## src/rtl/fifo_pkg.sv

```systemverilog
// Shared definitions for the flagged synchronous FIFO: read-mode encoding,
// count-width helper and the almost-full/almost-empty level legality check.
package fifo_pkg;

  typedef enum logic {
    RD_STANDARD = 1'b0,
    RD_FWFT     = 1'b1
  } rd_mode_e;

  localparam int unsigned DEF_ADDR_WIDTH  = 4;
  localparam int unsigned DEF_COUNT_WIDTH = DEF_ADDR_WIDTH + 1;

  // Occupancy spans 0..DEPTH inclusive, so it needs one bit more than a pointer.
  function automatic int unsigned count_width(input int unsigned aw);
    return aw + 1;
  endfunction

  function automatic logic levels_legal(input int unsigned ae,
                                        input int unsigned af,
                                        input int unsigned depth);
    return (ae > 0) && (ae < af) && (af <= depth);
  endfunction

endpackage

```

## src/rtl/fifo_ram_2p.sv

```systemverilog
// Register-array storage: one synchronous write port, one asynchronous read port.
module fifo_ram_2p
  import fifo_pkg::*;
#(
  parameter int unsigned DATA_WIDTH = 8,
  parameter int unsigned ADDR_WIDTH = DEF_ADDR_WIDTH
) (
  input  logic                  clk,
  input  logic                  i_we,
  input  logic [ADDR_WIDTH-1:0] i_waddr,
  input  logic [DATA_WIDTH-1:0] i_wdata,
  input  logic [ADDR_WIDTH-1:0] i_raddr,
  output logic [DATA_WIDTH-1:0] o_rdata
);

  localparam int unsigned DEPTH = 2 ** ADDR_WIDTH;

  logic [DATA_WIDTH-1:0] r_mem [DEPTH];

  always_ff @(posedge clk) begin
    if (i_we) begin
      r_mem[i_waddr] <= i_wdata;
    end
  end

  assign o_rdata = r_mem[i_raddr];

endmodule

```

## src/rtl/sync_fifo_flags.sv

```systemverilog
// Single-clock FIFO with occupancy count, programmable almost flags, sticky
// overflow/underflow and selectable standard or first-word-fall-through reads.
module sync_fifo_flags
  import fifo_pkg::*;
#(
  parameter int unsigned DATA_WIDTH = 8,
  parameter int unsigned ADDR_WIDTH = 4,
  parameter int unsigned AF_LEVEL   = (2 ** ADDR_WIDTH) - 2,
  parameter int unsigned AE_LEVEL   = 2,
  parameter int unsigned FWFT       = 0
) (
  input  logic                  clk,
  input  logic                  rst_n,
  input  logic                  wr_en,
  input  logic [DATA_WIDTH-1:0] data_in,
  input  logic                  rd_en,
  output logic [DATA_WIDTH-1:0] data_out,
  output logic                  full,
  output logic                  empty,
  output logic                  almost_full,
  output logic                  almost_empty,
  output logic [ADDR_WIDTH:0]   count,
  output logic                  overflow,
  output logic                  underflow,
  input  logic                  err_clr
);

  localparam int unsigned DEPTH = 2 ** ADDR_WIDTH;
  localparam int unsigned CW    = count_width(ADDR_WIDTH);
  localparam rd_mode_e    MODE  = (FWFT != 0) ? RD_FWFT : RD_STANDARD;

  localparam logic [CW-1:0] C_DEPTH = CW'(DEPTH);
  localparam logic [CW-1:0] C_AF    = CW'(AF_LEVEL);
  localparam logic [CW-1:0] C_AE    = CW'(AE_LEVEL);

  if (!levels_legal(AE_LEVEL, AF_LEVEL, DEPTH)) begin : g_bad_levels
    $error("sync_fifo_flags: need 0 < AE_LEVEL < AF_LEVEL <= DEPTH");
  end

  logic [ADDR_WIDTH-1:0] r_wr_ptr;
  logic [ADDR_WIDTH-1:0] r_rd_ptr;
  logic [CW-1:0]         r_count;
  logic [CW-1:0]         w_count_nxt;
  logic                  r_overflow;
  logic                  r_underflow;
  logic                  w_full;
  logic                  w_empty;
  logic                  w_wr_ok;
  logic                  w_rd_ok;
  logic [DATA_WIDTH-1:0] w_rd_data;

  assign w_full  = (r_count == C_DEPTH);
  assign w_empty = (r_count == '0);
  assign w_rd_ok = rd_en && !w_empty;
  // A write into a full FIFO is still accepted when a read frees a slot the same cycle.
  assign w_wr_ok = wr_en && (!w_full || w_rd_ok);

  fifo_ram_2p #(
    .DATA_WIDTH (DATA_WIDTH),
    .ADDR_WIDTH (ADDR_WIDTH)
  ) u_ram (
    .clk     (clk),
    .i_we    (w_wr_ok),
    .i_waddr (r_wr_ptr),
    .i_wdata (data_in),
    .i_raddr (r_rd_ptr),
    .o_rdata (w_rd_data)
  );

  always_comb begin
    w_count_nxt = r_count;
    case ({w_wr_ok, w_rd_ok})
      2'b10:   w_count_nxt = r_count + 1'b1;
      2'b01:   w_count_nxt = r_count - 1'b1;
      default: w_count_nxt = r_count;
    endcase
  end

  always_ff @(posedge clk or negedge rst_n) begin
    if (!rst_n) begin
      r_wr_ptr <= '0;
      r_rd_ptr <= '0;
      r_count  <= '0;
    end else begin
      if (w_wr_ok) begin
        r_wr_ptr <= r_wr_ptr + 1'b1;
      end
      if (w_rd_ok) begin
        r_rd_ptr <= r_rd_ptr + 1'b1;
      end
      r_count <= w_count_nxt;
    end
  end

  always_ff @(posedge clk or negedge rst_n) begin
    if (!rst_n) begin
      r_overflow  <= 1'b0;
      r_underflow <= 1'b0;
    end else if (err_clr) begin
      r_overflow  <= 1'b0;
      r_underflow <= 1'b0;
    end else begin
      if (wr_en && !w_wr_ok) begin
        r_overflow <= 1'b1;
      end
      if (rd_en && !w_rd_ok) begin
        r_underflow <= 1'b1;
      end
    end
  end

  if (MODE == RD_STANDARD) begin : g_std_read
    logic [DATA_WIDTH-1:0] r_data_out;

    always_ff @(posedge clk or negedge rst_n) begin
      if (!rst_n) begin
        r_data_out <= '0;
      end else if (w_rd_ok) begin
        r_data_out <= w_rd_data;
      end
    end

    assign data_out = r_data_out;
  end else begin : g_fwft_read
    // Head word is presented directly; zero while empty keeps the output deterministic.
    assign data_out = w_empty ? '0 : w_rd_data;
  end

  assign full         = w_full;
  assign empty        = w_empty;
  assign almost_full  = (r_count >= C_AF);
  assign almost_empty = (r_count <= C_AE);
  assign count        = r_count;
  assign overflow     = r_overflow;
  assign underflow    = r_underflow;

endmodule

```

## config.mk

```make
export PLATFORM = sky130hd
export DESIGN_NAME = sync_fifo_flags
export DESIGN_NICKNAME = d
export VERILOG_FILES = /design/src/rtl/fifo_pkg.sv /design/src/rtl/fifo_ram_2p.sv /design/src/rtl/sync_fifo_flags.sv
export SDC_FILE = /design/constraint.sdc
export NUM_CORES = 1
export LEC_CHECK = 0
export CAP_MARGIN = 40
export CORE_MARGIN = 2
export CORE_UTILIZATION = 45
export DETAILED_ROUTE_END_ITERATION = 10
export PLACE_DENSITY_LB_ADDON = 0.3
export SYNTH_ARGS = -nofsm -noshare
export SYNTH_HDL_FRONTEND = slang
export SYNTH_SLANG_ARGS = --single-unit
```

## constraint.sdc

```tcl
create_clock -name clk -period 3.9 [get_ports clk]
set_clock_uncertainty 0.1 [all_clocks]
set_input_delay 1.17 -clock clk [delete_from_list [all_inputs] [get_ports clk]]
set_output_delay 1.17 -clock clk [all_outputs]
set_load 0.02 [all_outputs]
```

==> impl_metrics.py <==
metrics = {
    "run_status": {
        "outcome": "finished clean",
    },
    "finish": {
        "n_fill_cell": 995,
        "area_growth_pct": 21.1,
        "final_common_cell": "edfxtp_1",
        "fin_nets": 399,
        "diodes": 0,
        "layout_common_cells": "edfxtp_1 (128), mux4_2 (32), clkdlybuf4s50_1 (31)",
        "drive_above_1_share_pct": 24.7,
    },
    "floorplanning": {
        "die_y_um": 120,
        "coreArea_um2": 13200,
        "die_area_um2": 14400,
        "io_pins": 32,
        "die_width_um": 120,
        "start_util_pct": 45.9,
        "rows": 42,
    },
    "power_and_ir_drop": {
        "power_mw": 5.47,
        "leakage_nw": 2.58,
        "power_per_cell_area_nw_per_um2": 746,
        "vdd_ir_drop_max_uv": 407,
    },
    "drt": {
        "wl_per_cell_um": 20.5,
        "viasPerCell": 5.41,
        "drtAntennaViolNets": 0,
        "wirelength_um": 11600,
        "drcViolationCount": 0,
        "drtIter0Drc": 191,
        "vias": 3054,
        "drtPass1Iterations": 4,
    },
    "timing": {
        "setup_viol": 0,
        "finalCriticalPeriod_ps": 3500,
        "finalCritPeriodShare_pct": 89.8,
        "hold_violations": 0,
        "tns_ps": 0,
        "rsz0062_at_grt": "false",
        "finalWorstSetupSlack_ps": 398,
        "slew_violations": 0,
        "max_freq_mhz": 286,
        "max-slew-margin-rel_pct": 64.5,
        "fin_hold_ws_ps": 405,
        "worstMarginPinSlew_ps": 531,
    },
    "placed_design": {
        "dp_slack_ps": 379,
        "io_buffers": 31,
        "place.gp.congestion": 0.802,
        "dpl.hpwl_um": 7450,
    },
    "synth": {
        "synth_fp_nets": 338,
        "synth.distinct_cells": 36,
        "syn_area_um2": 6060,
        "yosysWarnings": 0,
        "ys_ff_latch": 151,
        "syn_area_per_cell_um2": 19.2,
        "synthCells": 315,
        "seq_area_frac_synth_pct": 72.9,
    },
    "clock_tree": {
        "insertion_delay_ps": 430,
        "cts_resized": 0,
        "root_buffer": "clkbuf_16",
        "path_clk_slew_ps": 60,
        "cts_tree": "built",
        "clockBufferDepth": 2,
        "holdBufCountCts": 0,
        "cts_buffers": 17,
        "htreeDepth": 4,
        "cts_setup_buffers": 0,
        "clock_sinks": 151,
    },
    "setup_path": {
        "critPathCaptureType": "primary output",
        "cp.arrival_ps": 2230,
        "critPathLaunchType": "register",
        "worst-r2r-setup-slack_ps": 970,
        "cp-endpoint": "empty",
        "path_max_fanout": 7,
        "worstReg2RegStart": "count[1]$_DFFE_PN0P_",
        "rr_worst_depth": 9,
        "criticalPathCategory": "reg -> out",
        "startpoint": "count[1]$_DFFE_PN0P_",
        "crit_required_ps": 2630,
        "reg2reg_to": "count[4]$_DFFE_PN0P_",
    },
    "min_path": {
        "hold_start": "underflow$_DFFE_PN0P_",
        "hold_path_class": "reg -> reg",
    },
    "grt": {
        "grt_pass1_vias": 3193,
        "grt_max_degree": 28,
        "grt.overflow.total": 0,
        "antenna_found_initial": 0,
        "grt_pass1_wl_um": 18100,
        "grt_use_total_pct": 17.8,
    },
    "job": {
        "cap_viol_max_count": 0,
    },
}
[critical path, stage by stage, from the launching register on]
cell and delay (ps):
dfrtp_1 460, or4_4 590, nor2_1 150, clkdlybuf4s50_1 620
[where the power goes]
part | internal, mW | switching [mW] | leakage (nW)
logic | 0.836 | 0.819 | 0.850
registers | 2.00 | 0.181 | 1.44
clock network | 1.02 | 0.611 | 0.299
[metrics by stage]
step           cell area [um2]  utilization (%)  std cells
6_report                  7340             55.6        565
5_1_grt                   7340             55.6        565
4_1_cts                   7340             55.6        565
3_5_place_dp              6740             51.1        533
3_3_place_gp              6680             50.7        531
2_1_floorplan             6060                -        315
[synth_stat cells]
library cell,count,area [um2]
edfxtp_1,128,3840
mux4_2,32,721
dfrtp_1,23,576
nand2_1,20,75.1
nor2_1,18,67.6
mux2i_1,16,160
ha_1,9,113
xnor2_1,9,78.8
o221ai_1,7,61.3
inv_1,5,18.8
buf_2,4,20.0
buf_4,4,30.0
clkbuf_1,4,15.0
nor3_1,4,20.0
a21oi_1,3,15.0
nand2b_1,3,18.8
o21ai_0,3,15.0
a21o_1,2,15.0
buf_1,2,7.51
buf_6,2,22.5
nor2b_1,2,12.5
a2111oi_0,1,8.76
a2111oi_2,1,15.0
a311oi_2,1,15.0
a31oi_1,1,6.26
fa_1,1,20.0
inv_2,1,3.75
mux2_2,1,11.3
nand2_4,1,11.3
nand3_1,1,5.00
nand4_1,1,6.26
nand4_2,1,12.5
o21ai_2,1,8.76
o31a_1,1,8.76
or4_4,1,11.3
xor2_1,1,8.76
[worst min-delay path by stage]
stage | slack, ps | to | cells after the start
2_1_floorplan | 440 | r_rd_ptr[1]$_DFFE_PN0P_ | 3
6_report | 410 | underflow$_DFFE_PN0P_ | 2
4_1_cts | 410 | data_out[7]$_DFFE_PN0P_ | 2
3_5_place_dp | 390 | data_out[7]$_DFFE_PN0P_ | 2
5_1_grt | 430 | data_out[7]$_DFFE_PN0P_ | 2
3_3_place_gp | 380 | data_out[7]$_DFFE_PN0P_ | 2
[routing by layer]
layer / vias to the layer above / routed length [um] / global-route usage [%]
met3: 10 / 652 / 6.18
met4: 0 / 134 / 5.51
met1: 1598 / 4940 / 23.1
met2: 80 / 5830 / 28.4
li1: 1366 / - / -
met5: - / 0 / 0
[sequential cells by signal, summed over array words and instances, names as in the netlist]
name         flops
count            5
data_out         8
overflow         1
r_rd_ptr         4
r_wr_ptr         4
u_ram.r_mem    128
underflow        1
[layout make-up]
cell class / instances / area (um2) / share of cell area (%)
Sequential cell: 151 / 4420 / 60.2
Multi-Input combinational cell: 142 / 1520 / 20.7
Timing Repair Buffer: 58 / 553 / 7.54
Clock buffer: 27 / 544 / 7.42
Tap cell: 176 / 220 / 3.00
Clock inverter: 5 / 57.6 / 0.784
Inverter: 6 / 22.5 / 0.307
[logic make-up (layout without fill, tap and decap cells)]
kind of cell	count (synthesis)	in the layout	share of synthesized area, %
fa+ha+maj	10	10	2.19
buf+inv	22	96	1.94
flops	151	151	72.9
simple gates	52	52	3.97
compound gates	21	21	2.79
xor+xnor	10	10	1.45
mux	49	49	14.7
(Power assumes the default switching activity.)
